**config.mk**
```make
export PLATFORM = sky130hd
export DESIGN_NAME = mux16_rr_sched
export DESIGN_NICKNAME = d
export VERILOG_FILES = /design/src/rtl/mux16_rr_sched_pkg.sv /design/src/rtl/mux16_rr_sched_rr_pick16.sv /design/src/rtl/mux16_rr_sched.sv
export SDC_FILE = /design/constraint.sdc
export NUM_CORES = 1
export LEC_CHECK = 0
export CORE_AREA = 2 2 238 240
export CTS_CLUSTER_DIAMETER = 50
export DETAILED_ROUTE_END_ITERATION = 6
export DIE_AREA = 0 0 240 242
export PLACE_DENSITY = 0.45
export SETUP_SLACK_MARGIN = 0.1
export SYNTH_ARGS = -nofsm -noshare
export SYNTH_HDL_FRONTEND = slang
export SYNTH_SLANG_ARGS = --single-unit
export TNS_END_PERCENT = 30
```
**constraint.sdc**
```tcl
create_clock -name clk -period 4.8 [get_ports clk]
set_clock_uncertainty 0.1 [all_clocks]
set_input_delay 0.96 -clock clk [delete_from_list [all_inputs] [get_ports clk]]
set_output_delay 0.96 -clock clk [all_outputs]
set_load 0.005 [all_outputs]
```
**src/rtl/mux16_rr_sched_pkg.sv**
```systemverilog
// Shared types and helpers for the 16-way round-robin word scheduler.
// Holds the FSM encoding, requester/select sizing and the flattened-bus slice helper.
package mux16_rr_sched_pkg;

  localparam int NREQ  = 16;
  localparam int SEL_W = 4;

  typedef enum logic [0:0] {
    ST_IDLE  = 1'b0,
    ST_GRANT = 1'b1
  } state_e;

  // Low bit position of entry idx inside a flattened bus of width-bit entries.
  function automatic int unsigned slice_lo(input logic [SEL_W-1:0] idx, input int unsigned width);
    return 32'(idx) * width;
  endfunction

endpackage

```
**src/rtl/mux16_rr_sched_rr_pick16.sv**
```systemverilog
// Combinational 16-bit rotate-priority picker: first set request at or above ptr,
// searching upward and wrapping 15 -> 0.
module rr_pick16
  import mux16_rr_sched_pkg::*;
(
  input  logic [NREQ-1:0]  req,
  input  logic [SEL_W-1:0] ptr,
  output logic [SEL_W-1:0] idx,
  output logic             any
);

  logic [NREQ-1:0]  rot;
  logic [SEL_W-1:0] off;

  // Rotate so ptr lands on bit 0, take the lowest set bit, then rotate the offset back.
  always_comb begin
    rot = NREQ'({req, req} >> ptr);
    off = '0;
    for (int i = NREQ - 1; i >= 0; i--) begin
      if (rot[i]) off = SEL_W'(i);
    end
    idx = ptr + off;
    any = |req;
  end

endmodule

```
**src/rtl/mux16_rr_sched.sv**
```systemverilog
// Packet-wise round-robin scheduler sharing one word datapath among 16 requesters.
// Optional statistics counters enabled by defining MUX16_RR_SCHED_STATS_EN.
module mux16_rr_sched
  import mux16_rr_sched_pkg::*;
#(
  parameter int DWIDTH = 32,
  parameter int NREQ   = 16
) (
  input  logic                   clk,
  input  logic                   rst_n,
  input  logic [NREQ-1:0]        in_valid,
  input  logic [NREQ-1:0]        in_last,
  input  logic [NREQ*DWIDTH-1:0] in_data,
  output logic [NREQ-1:0]        in_ready,
  output logic [SEL_W-1:0]       sel,
  output logic                   out_valid,
  input  logic                   out_ready,
  output logic [DWIDTH-1:0]      out_data,
  output logic [SEL_W-1:0]       out_src,
  output logic                   out_last
`ifdef MUX16_RR_SCHED_STATS_EN
  ,
  output logic [NREQ*16-1:0]     pkt_cnt,
  output logic [31:0]            stall_cnt
`endif
);

  state_e             state_q, state_d;
  logic [SEL_W-1:0]   ptr_q, ptr_d;
  logic [SEL_W-1:0]   sel_q, sel_d;
  logic               out_valid_q, out_valid_d;
  logic [DWIDTH-1:0]  out_data_q, out_data_d;
  logic [SEL_W-1:0]   out_src_q, out_src_d;
  logic               out_last_q, out_last_d;

  logic [SEL_W-1:0]   pick_idx;
  logic               pick_any;
  logic [DWIDTH-1:0]  sel_word;
  logic               can_load;
  logic               accept;
  logic               accept_last;

  rr_pick16 u_pick (
    .req (in_valid),
    .ptr (ptr_q),
    .idx (pick_idx),
    .any (pick_any)
  );

  // 16:1 word mux steered by the held grant.
  always_comb begin
    sel_word = in_data[slice_lo(sel_q, DWIDTH) +: DWIDTH];
  end

  // Handshake: the granted source may push whenever the output register is empty or draining.
  always_comb begin
    can_load    = ~out_valid_q | out_ready;
    in_ready    = '0;
    accept      = 1'b0;
    if (state_q == ST_GRANT) begin
      in_ready[sel_q] = can_load;
      accept          = in_valid[sel_q] & can_load;
    end
    accept_last = accept & in_last[sel_q];
  end

  // Arbitration FSM: IDLE picks a winner, GRANT holds it until its last beat is taken.
  always_comb begin
    state_d = state_q;
    ptr_d   = ptr_q;
    sel_d   = sel_q;
    case (state_q)
      ST_IDLE: begin
        if (pick_any) begin
          sel_d   = pick_idx;
          state_d = ST_GRANT;
        end
      end
      ST_GRANT: begin
        if (accept_last) begin
          ptr_d   = sel_q + SEL_W'(1);
          state_d = ST_IDLE;
        end
      end
      default: state_d = ST_IDLE;
    endcase
  end

  // Output register: load on accept, drop valid once drained with nothing new behind it.
  always_comb begin
    out_valid_d = out_valid_q;
    out_data_d  = out_data_q;
    out_src_d   = out_src_q;
    out_last_d  = out_last_q;
    if (accept) begin
      out_valid_d = 1'b1;
      out_data_d  = sel_word;
      out_src_d   = sel_q;
      out_last_d  = in_last[sel_q];
    end else if (out_ready) begin
      out_valid_d = 1'b0;
    end
  end

  always_ff @(posedge clk) begin
    if (!rst_n) begin
      state_q     <= ST_IDLE;
      ptr_q       <= '0;
      sel_q       <= '0;
      out_valid_q <= 1'b0;
      out_data_q  <= '0;
      out_src_q   <= '0;
      out_last_q  <= 1'b0;
    end else begin
      state_q     <= state_d;
      ptr_q       <= ptr_d;
      sel_q       <= sel_d;
      out_valid_q <= out_valid_d;
      out_data_q  <= out_data_d;
      out_src_q   <= out_src_d;
      out_last_q  <= out_last_d;
    end
  end

  assign sel       = sel_q;
  assign out_valid = out_valid_q;
  assign out_data  = out_data_q;
  assign out_src   = out_src_q;
  assign out_last  = out_last_q;

`ifdef MUX16_RR_SCHED_STATS_EN
  logic [NREQ*16-1:0] pkt_cnt_q, pkt_cnt_d;
  logic [31:0]        stall_cnt_q, stall_cnt_d;

  // Per-source packet counters wrap; the stall counter saturates.
  always_comb begin
    pkt_cnt_d   = pkt_cnt_q;
    stall_cnt_d = stall_cnt_q;
    if (accept_last) begin
      pkt_cnt_d[slice_lo(sel_q, 16) +: 16] = pkt_cnt_q[slice_lo(sel_q, 16) +: 16] + 16'd1;
    end
    if (out_valid_q && !out_ready && (stall_cnt_q != 32'hFFFF_FFFF)) begin
      stall_cnt_d = stall_cnt_q + 32'd1;
    end
  end

  always_ff @(posedge clk) begin
    if (!rst_n) begin
      pkt_cnt_q   <= '0;
      stall_cnt_q <= '0;
    end else begin
      pkt_cnt_q   <= pkt_cnt_d;
      stall_cnt_q <= stall_cnt_d;
    end
  end

  assign pkt_cnt   = pkt_cnt_q;
  assign stall_cnt = stall_cnt_q;
`endif

endmodule

```
==> results of run 1 <==
## cells by family (layout without fill, tap and decap cells)
| group | count (synthesis) | in the layout |
|---|---|---|
| xor gates and xnor gates | 4 | 4 |
| muxes | 241 | 241 |
| other | 0 | 11 |
| adders and majority gates | 8 | 8 |
| DFF | 47 | 47 |
| and+or+nand+nor | 141 | 141 |
| AOI/OAI and AO/OA | 53 | 53 |
| buffers and inverters | 67 | 638 |
## through the flow
step | hold WS, ns | power [mW] | area, um^2 | cells | util
floorplan | 0.3527 | 1.648 | 7196 | 561 | -
global placement | 0.3474 | 2.566 | 14110 | 1880 | 0.2532
detailed placement | 0.3675 | 2.568 | 14110 | 1880 | 0.2532
CTS | 0.3781 | 2.974 | 14250 | 1888 | 0.2557
global route | 0.3917 | 3.091 | 14280 | 1899 | 0.2562
finish | 0.3707 | 2.895 | 14280 | 1899 | 0.2562
## report_power, final
part	switching, mW	internal (mW)	total [mW]	leakage [nW]
clock	0.178	0.194	0.372	0.0709
combinational	0.742	1.24	1.98	4.28
sequential	0.0975	0.441	0.539	0.386
## sequential cells by signal (all words and copies together) (netlist names)
register	cells
state_q	1
out_src	4
out_last	1
ptr_q	4
out_data	32
out_valid	1
sel	4
## worst paths after layout
path | from | endpoint | slack, ns | cells after the start
min reg2reg | out_last$_SDFFE_PN0P_ | out_last$_SDFFE_PN0P_ | 0.37 | 2
max | in_valid[7] | sel[3]$_SDFFE_PN0P_ | 0.42 | 14
min | out_last$_SDFFE_PN0P_ | out_last$_SDFFE_PN0P_ | 0.37 | 2
max reg2reg | ptr_q[1]$_SDFFE_PN0P_ | sel[3]$_SDFFE_PN0P_ | 0.89 | 14
## routing by layer
metal / track usage / part of all wire / up-vias
met5: 0 / 0.00057 / -
met4: 0.05334 / 0.021 / 4
met3: 0.04022 / 0.068 / 31
met2: 0.2747 / 0.52 / 331
met1: 0.1850 / 0.39 / 4039
li1: - / - / 3532
## critical path: cells and delay by family
family                     cells  cell delay, ns
and+or+nand+nor                3            0.67
adders and majority gates      1            0.29
xor gates and xnor gates       1            0.10
muxes                          1            0.59
buffers and inverters          1            0.53
AOI/OAI and AO/OA              7            1.33
## cell usage in the layout (no fill, tap or decap), drive strengths merged, types with 3 or more instances in the layout
master           n
and2             9
nand3           11
inv              5
nor3             7
clkbuf           6
a211oi           5
clkinv           3
dfxtp           47
nor2b           14
or3b             3
nand2           27
mux4           186
clkdlybuf4s50  604
nor4             4
mux2            11
buf             20
a22oi            4
nand2b           3
o21ai            7
ha               7
mux2i           44
a21oi           16
nor2            55
diode           11
a221oi           3
## area by class of cell
type / instances / area, um^2 / share of cell area
diodes: 11 / 27.53 / 0.001928
well taps: 756 / 945.9 / 0.06624
repair buffers: 624 / 6233 / 0.4365
multi-input cells: 447 / 5954 / 0.4170
clock buffers: 6 / 128.9 / 0.009025
clock inverters: 2 / 13.76 / 0.0009638
inverters: 6 / 22.52 / 0.001577
flip-flops and latches: 47 / 953.4 / 0.06677
==> summary.md, run 1 <==
| Metric | Value |
|---|---|
| Status | `finished clean` |
| Most numerous cell in the Yosys netlist | `sky130_fd_sc_hd__mux4_2` |
| Synth Flop Type | `sky130_fd_sc_hd__dfxtp_1` |
| Distinct cell type count of the synthesized netlist | `55` |
| Die W | `240 um` |
| Worst min-delay path class | `flop to flop` |
| Setup Total Neg Slack | `0 ns` |
| Path type of the worst setup path | `input pin to flop` |
| PwrDens | `202.7 nW/um^2` |
| Half-perimeter wire length of the detailed placement result | `40720 um` |
| CTS Buffer Depth | `2` |
| Total I/O pin count | `605` |
| Post-synth EDFFs | `0` |
| Top achievable clock speed | `228.1 MHz` |
| Final-stage net count | `1686` |
| Final worst-path setup slack | `0.4160 ns` |
| Largest family of logic cells by synthesized area | `multiplexers` |
| Synthesis-stage register bit count | `47` |
| Post-synthesis share of cell area spent on and, or, nand and nor gates | `0.09372` |
| Hold Buf Count CTS | `0` |
| Synth warnings | `0` |
| Clock slew at the register clock pins of the worst setup and hold paths | `0.08 ns` |
| Number of buffers inserted during clock tree synthesis | `5` |
| Area share of fa/ha/maj cells after synthesis | `0.01495` |
| Post-CTS Setup Inserts | `0` |
| Die extent in y | `242 um` |
| Clock sink count | `47` |
| Final Max Slew Viols | `0` |
| Max-slew headroom | `0.2996` |
| Xor and xnor area share after synthesis | `0.004869` |
| Gate Count Post-Synth | `561` |
| Slowest cell on crit path | `sky130_fd_sc_hd__mux4_2` |
| Post-place setup slack | `0.09964 ns` |
| Initial antenna violation count | `15` |
| Final Cycle Share | `0.9133` |
| Mux cell area share after synthesis | `0.6611` |
| Total of fill cells in the finished design | `5953` |
| CORE AREA | `55730 um^2` |
| Critical Path End Type | `flop` |
| CTS root buffer | `sky130_fd_sc_hd__clkbuf_16` |
| Largest net degree at the start of global routing | `82` |
| Endpoints failing setup | `0` |
| Type of origin of the critical path | `input pin` |
| Post-Synthesis Cell Area | `7196 um^2` |
| Mean routed wirelength per cell | `24.79 um` |
| Static Leak | `4.734 nW` |
| FFs w/ async S/R, synth | `0` |
| Number of routed nets with antenna violations | `0` |
| Setup repair after global routing missed its margin | `no` |
| Clock latency at the later pin of the worst-skew pair | `0.30 ns` |
| Count of input and output buffers | `604` |
| Vias | `7937` |
| Synthesized area divided by synthesized cell count | `12.83 um^2` |
| Final estimated routing congestion in global placement | `0.8960` |
| Starting density of the core | `0.1291` |
| Top cells by count, synth | `sky130_fd_sc_hd__mux4_2 (186), sky130_fd_sc_hd__nor2_1 (55), sky130_fd_sc_hd__dfxtp_1 (47)` |
| First-pass GRT wire length | `64780 um` |
| Data arrival time of the critical path | `4.48 ns` |
| Total Routed Length | `47080 um` |
| Gr ovfl total | `0` |
| Number of H-tree branching levels | `2` |
| Growth of design area from synthesis to finish | `98.45%` |
| Largest driver fanout on the critical path | `6` |
| TritonCTS clock tree | `built` |
| CP max stage delay | `0.59 ns` |
| Max-cap violations | `0` |
| TritonRoute pass-1 iters | `4` |
| Via count of the first global-routing pass | `8566` |
| Worst Path Required | `4.89 ns` |
| Sequential-to-total area share from yosys stat | `0.1308` |
| Peak ir drop on the vdd network | `0.1613 mV` |
| Vias per std cell | `4.180` |
| Ordered list of cells on the worst path | `clkdlybuf4s50_1 -> mux4_2 -> a221oi_2 -> nand3_1 -> a211oi_1 -> o211ai_1 -> a21oi_1 -> ha_1 -> a21o_1 -> a21oi_1 -> xnor2_1 -> nand3_1 -> o32ai_1 -> or3b_1` |
| Final period demand of the worst path | `4.384 ns` |
| GRT Resource Usage Total | `0.1570` |
| Cell Rows | `87` |
| DRC Markers | `0` |
| Cells resized by post-CTS repair | `0` |
| Slew of the pin with the lowest slew margin | `1.037 ns` |
| Cell type with the highest aggregate area in the netlist | `sky130_fd_sc_hd__mux4_2` |
| Proportion of netlist area held by the largest area contributor | `0.5822` |
| Fraction of final layout cells sized beyond drive strength 1 | `0.2049` |
| Area fraction in compound gates after synthesis | `0.05182` |
| Number of DRC markers in iteration 0 | `412` |
| Die Outline Area | `58080 um^2` |
| Number of hold-slack violations in the final timing report | `0` |
| Ranking of synthesized cells by area | `sky130_fd_sc_hd__mux4_2 (58%), sky130_fd_sc_hd__dfxtp_1 (13%), sky130_fd_sc_hd__mux2i_1 (6.1%)` |
| Synthesized netlist net count | `1116` |
Power figures use the tool's default switching activity.
==> run 2: changes to the inputs <==
--- a/config.mk
+++ b/config.mk
@@ -5,13 +5,15 @@
 export SDC_FILE = /design/constraint.sdc
 export NUM_CORES = 1
 export LEC_CHECK = 0
-export CORE_AREA = 2 2 238 240
+export ABC_AREA = 0
+export CORE_AREA = 2 2 237 239
 export CTS_CLUSTER_DIAMETER = 50
 export DETAILED_ROUTE_END_ITERATION = 6
-export DIE_AREA = 0 0 240 242
-export PLACE_DENSITY = 0.45
+export DIE_AREA = 0 0 239 241
+export PLACE_DENSITY = 0.46
 export SETUP_SLACK_MARGIN = 0.1
 export SYNTH_ARGS = -nofsm -noshare
 export SYNTH_HDL_FRONTEND = slang
+export SYNTH_HIERARCHICAL = 1
 export SYNTH_SLANG_ARGS = --single-unit
 export TNS_END_PERCENT = 30
==> summary.md, run 2 <==
| Metric | Value |
|---|---|
| Status | `finished clean` |
| Cell type with the highest aggregate area in the netlist | `sky130_fd_sc_hd__mux4_2` |
| Clock sink count | `47 (unchanged)` |
| Post-synth EDFFs | `0 (unchanged)` |
| Slew of the pin with the lowest slew margin | `0.9811 ns (-0.05590 ns)` |
| Endpoints failing setup | `0 (unchanged)` |
| Number of DRC markers in iteration 0 | `396 (-3.9%)` |
| Met1 capacity usage during global routing | `0.1948 (+0.009797)` |
| Die W | `239 um (-0.42%)` |
| Setup Total Neg Slack | `0 ns (unchanged)` |
| Slowest cell on crit path | `sky130_fd_sc_hd__mux4_1` |
| Setup repair after global routing missed its margin | `no` |
| Clock latency at the later pin of the worst-skew pair | `0.32 ns (+0.02 ns)` |
| Cell area reported after detailed placement | `14000 um^2 (-0.76%)` |
| Proportion of netlist area held by the largest area contributor | `0.4644 (-0.1178)` |
| Growth of design area from synthesis to finish | `97.52%` |
| Synth warnings | `6 (+6)` |
| Cell Rows | `86 (-1.1%)` |
| Top cells by count, synth | `sky130_fd_sc_hd__mux4_2 (148), sky130_fd_sc_hd__a22oi_1 (66), sky130_fd_sc_hd__nand2_1 (51)` |
| Synthesized area divided by synthesized cell count | `11.23 um^2 (-12%)` |
| Vias per std cell | `4.416 (+5.6%)` |
| Synth Flop Type | `sky130_fd_sc_hd__dfxtp_1` |
| Number of buffers inserted during clock tree synthesis | `5 (unchanged)` |
| Worst hold path depth | `2 (unchanged)` |
| Peak-usage layer in the global routing report | `met2` |
| Final period demand of the worst path | `4.382 ns (-0.002482 ns)` |
| Peak ir drop on the vdd network | `0.1375 mV (-15%)` |
| Data arrival time of the critical path | `4.45 ns (-0.03 ns)` |
| Synthesis-stage register bit count | `47 (unchanged)` |
| Initial antenna violation count | `16 (+1)` |
| Leading cell types in the layout, fill and taps excluded | `sky130_fd_sc_hd__clkdlybuf4s50_1 (604), sky130_fd_sc_hd__mux4_2 (148), sky130_fd_sc_hd__a22oi_1 (66), sky130_fd_sc_hd__nand2_1 (51), sky130_fd_sc_hd__dfxtp_1 (45)` |
| Worst min-delay path class | `flop to flop` |
| Max-cap violations | `0 (unchanged)` |
| PwrDens | `182.1 nW/um^2 (-10%)` |
| Synthesized netlist net count | `1194 (+7.0%)` |
| First-pass GRT wire length | `64480 um (-0.46%)` |
| Vias | `8434 (+6.3%)` |
| Type of origin of the critical path | `input pin` |
| Ordered list of cells on the worst path | `clkdlybuf4s50_1 -> mux4_1 -> mux4_2 -> nor2_1 -> a21boi_0 -> o21ai_1 -> a31oi_1 -> ha_1 -> a21o_1 -> a21oi_1 -> xnor2_1 -> xnor2_1 -> mux2i_1 -> nor2_1` |
| GRT Resource Usage Total | `0.1560 (-0.001057)` |
| Total Routed Length | `47160 um (+0.16%)` |
| Gate Count Post-Synth | `639 (+14%)` |
| CTS root buffer | `sky130_fd_sc_hd__clkbuf_16` |
| Critical Path End Type | `flop` |
| CORE AREA | `54880 um^2 (-1.5%)` |
| Final estimated routing congestion in global placement | `0.8271 (-7.7%)` |
| Starting density of the core | `0.1308 (+0.001694)` |
| TritonRoute pass-1 iters | `5 (+1)` |
| Cells resized by post-CTS repair | `0 (unchanged)` |
| Number of H-tree branching levels | `2 (unchanged)` |
| Post-CTS Setup Inserts | `0 (unchanged)` |
| Worst Path Required | `4.87 ns (-0.02 ns)` |
| WP buf/inv | `1 (unchanged)` |
| Launch instance of the worst min-delay path | `out_last$_SDFFE_PN0P_` |
| Half-perimeter wire length of the detailed placement result | `38790 um (-4.7%)` |
| Fraction of final layout cells sized beyond drive strength 1 | `0.1710 (-0.03397)` |
| Total of fill cells in the finished design | `5830 (-2.1%)` |
| Clock slew at the register clock pins of the worst setup and hold paths | `0.07 ns (about the same)` |
| CTS Buffer Depth | `2 (unchanged)` |
| Mean routed wirelength per cell | `24.69 um (-0.42%)` |
| Hold Buf Count CTS | `0 (unchanged)` |
| Count of input and output buffers | `604 (unchanged)` |
| Most common library cell in the layout ignoring fill and taps | `sky130_fd_sc_hd__clkdlybuf4s50_1` |
| FFs w/ async S/R, synth | `0 (unchanged)` |
| Number of hold-slack violations in the final timing report | `0 (unchanged)` |
| Most numerous cell in the Yosys netlist | `sky130_fd_sc_hd__mux4_2` |
| Number of routed nets with antenna violations | `0 (unchanged)` |
| Destination of the worst hold path | `out_last$_SDFFE_PN0P_` |
| Top achievable clock speed | `228.2 MHz (about the same)` |
| Sequential-to-total area share from yosys stat | `0.1311 (+0.0003191)` |
| Worst reg-to-reg path cell count | `14 (unchanged)` |
| Post-Synthesis Cell Area | `7178 um^2 (-0.24%)` |
| Met3 Resource Use GR | `0.04163 (+0.001410)` |
| Gr ovfl total | `0 (unchanged)` |
| M2 GR Usage | `0.2661 (-0.008616)` |
| Endpoint of the lowest-slack register-to-register path | `sel[3]$_SDFFE_PN0P_` |
| Distinct cell type count of the synthesized netlist | `55 (unchanged)` |
| Flip-flop count of the largest register after layout | `32 (unchanged)` |
| Worst R2R Setup Slack | `0.66 ns (-0.23 ns)` |
| DRC Markers | `0 (unchanged)` |
| Static Leak | `4.610 nW (-2.6%)` |
| Ranking of synthesized cells by area | `sky130_fd_sc_hd__mux4_2 (46%), sky130_fd_sc_hd__dfxtp_1 (13%), sky130_fd_sc_hd__a22oi_1 (6.9%)` |
| Via count of the first global-routing pass | `8915 (+4.1%)` |
| Die Outline Area | `57600 um^2 (-0.83%)` |
| Crit path max-delay family | `multiplexers` |
| Final-stage net count | `1754 (+4.0%)` |
| Final Max Slew Viols | `0 (unchanged)` |
| Largest net degree at the start of global routing | `68 (-17%)` |
| Finished Cell Area | `14180 um^2 (-0.71%)` |
| Max-slew headroom | `0.3450 (+0.04542)` |
| CP max stage delay | `0.66 ns (+0.07 ns)` |
| Path type of the worst setup path | `input pin to flop` |
| Total I/O pin count | `605 (unchanged)` |
| Largest driver fanout on the critical path | `6 (unchanged)` |
| TritonCTS clock tree | `built` |
| Reg-to-reg startpoint | `ptr_q[1]$_SDFFE_PN0P_` |
| Final Cycle Share | `0.9128 (about the same)` |
| Die extent in y | `241 um (-0.41%)` |
## run 2: cell types whose count changed in the layout (fill, tap and decap cells not counted), sizes merged, moves of 4 or more
cell and delta:
a22oi +62, nand2 +24, nor2 -28, a211oi -5
o21ai +31, mux2i -25, diode -4, nand3 +30
mux4 -28, nor2b -10, a21oi +25, and2 -7
buf +5
## run 2: worst max-delay path by stage
stage | from | to | cells after the start | slack (ns)
global placement | in_valid[1] | sel[3]$_SDFFE_PN0P_ | 14 | 0.09
finish | in_valid[9] | sel[3]$_SDFFE_PN0P_ | 14 | 0.42
floorplan | in_valid[7] | sel[3]$_SDFFE_PN0P_ | 13 | 0.97
detailed placement | in_valid[9] | sel[3]$_SDFFE_PN0P_ | 14 | 0.13
global route | in_valid[7] | sel[3]$_SDFFE_PN0P_ | 14 | 0.16
CTS | in_valid[11] | sel[3]$_SDFFE_PN0P_ | 14 | 0.45
## run 2: cell type report
cell class	instances	area [um^2]	area share
Clock buffer	6	128.9	0.009089
Tap cell	704	880.8	0.06212
Clock inverter	1	30.03	0.002118
Inverter	6	22.52	0.001588
Antenna cell	7	17.52	0.001235
Timing Repair Buffer	629	6296	0.4441
Multi-Input combinational cell	510	5854	0.4129
Sequential cell	47	948.4	0.06689
## run 2: stage by stage
stage                     utilization  worst slack, ns  hold slack [ns]  power, mW  cells
after global placement         0.2552          0.08770           0.3507      2.182   1896
after global routing           0.2584           0.1642           0.3884      2.760   1910
after CTS                      0.2580           0.4544           0.3676      2.650   1903
after floorplan                     -           0.9733           0.3488      1.377    639
after detailed placement       0.2552           0.1320           0.3558      2.182   1896
final                          0.2584           0.4184           0.3650      2.581   1910
## run 2: routing by layer
layer  routed length (um)  up-vias
met2                24120      434
met5                   54        -
met1                18880     4166
li1                     -     3793
met4                  508        8
met3                 3591       33
## run 2: logic make-up (layout without fill, tap and decap cells)
kind of cell,Yosys count,in the layout,share of synthesized area
AO/OA/AOI/OAI,158,158,0.1428
buffers and inverters,82,642,0.05926
adder cells (fa/ha/maj),8,8,0.01499
XOR/XNOR,5,5,0.006102
AND/OR/NAND/NOR,152,152,0.1027
other,0,7,0
multiplexers,187,187,0.5431
flip-flops,47,47,0.1311
## run 2: tightest hold or removal path: cells and delay by family, from the launching register on
family          cells  cell delay [ns]
compound gates      1             0.05
simple gates        1             0.06
flops               1             0.31
## run 2: power breakdown
| part | internal, mW | switching, mW |
|---|---|---|
| clock | 0.244 | 0.185 |
| combinational | 1.02 | 0.651 |
| sequential | 0.436 | 0.0477 |
| total | 1.70 | 0.884 |
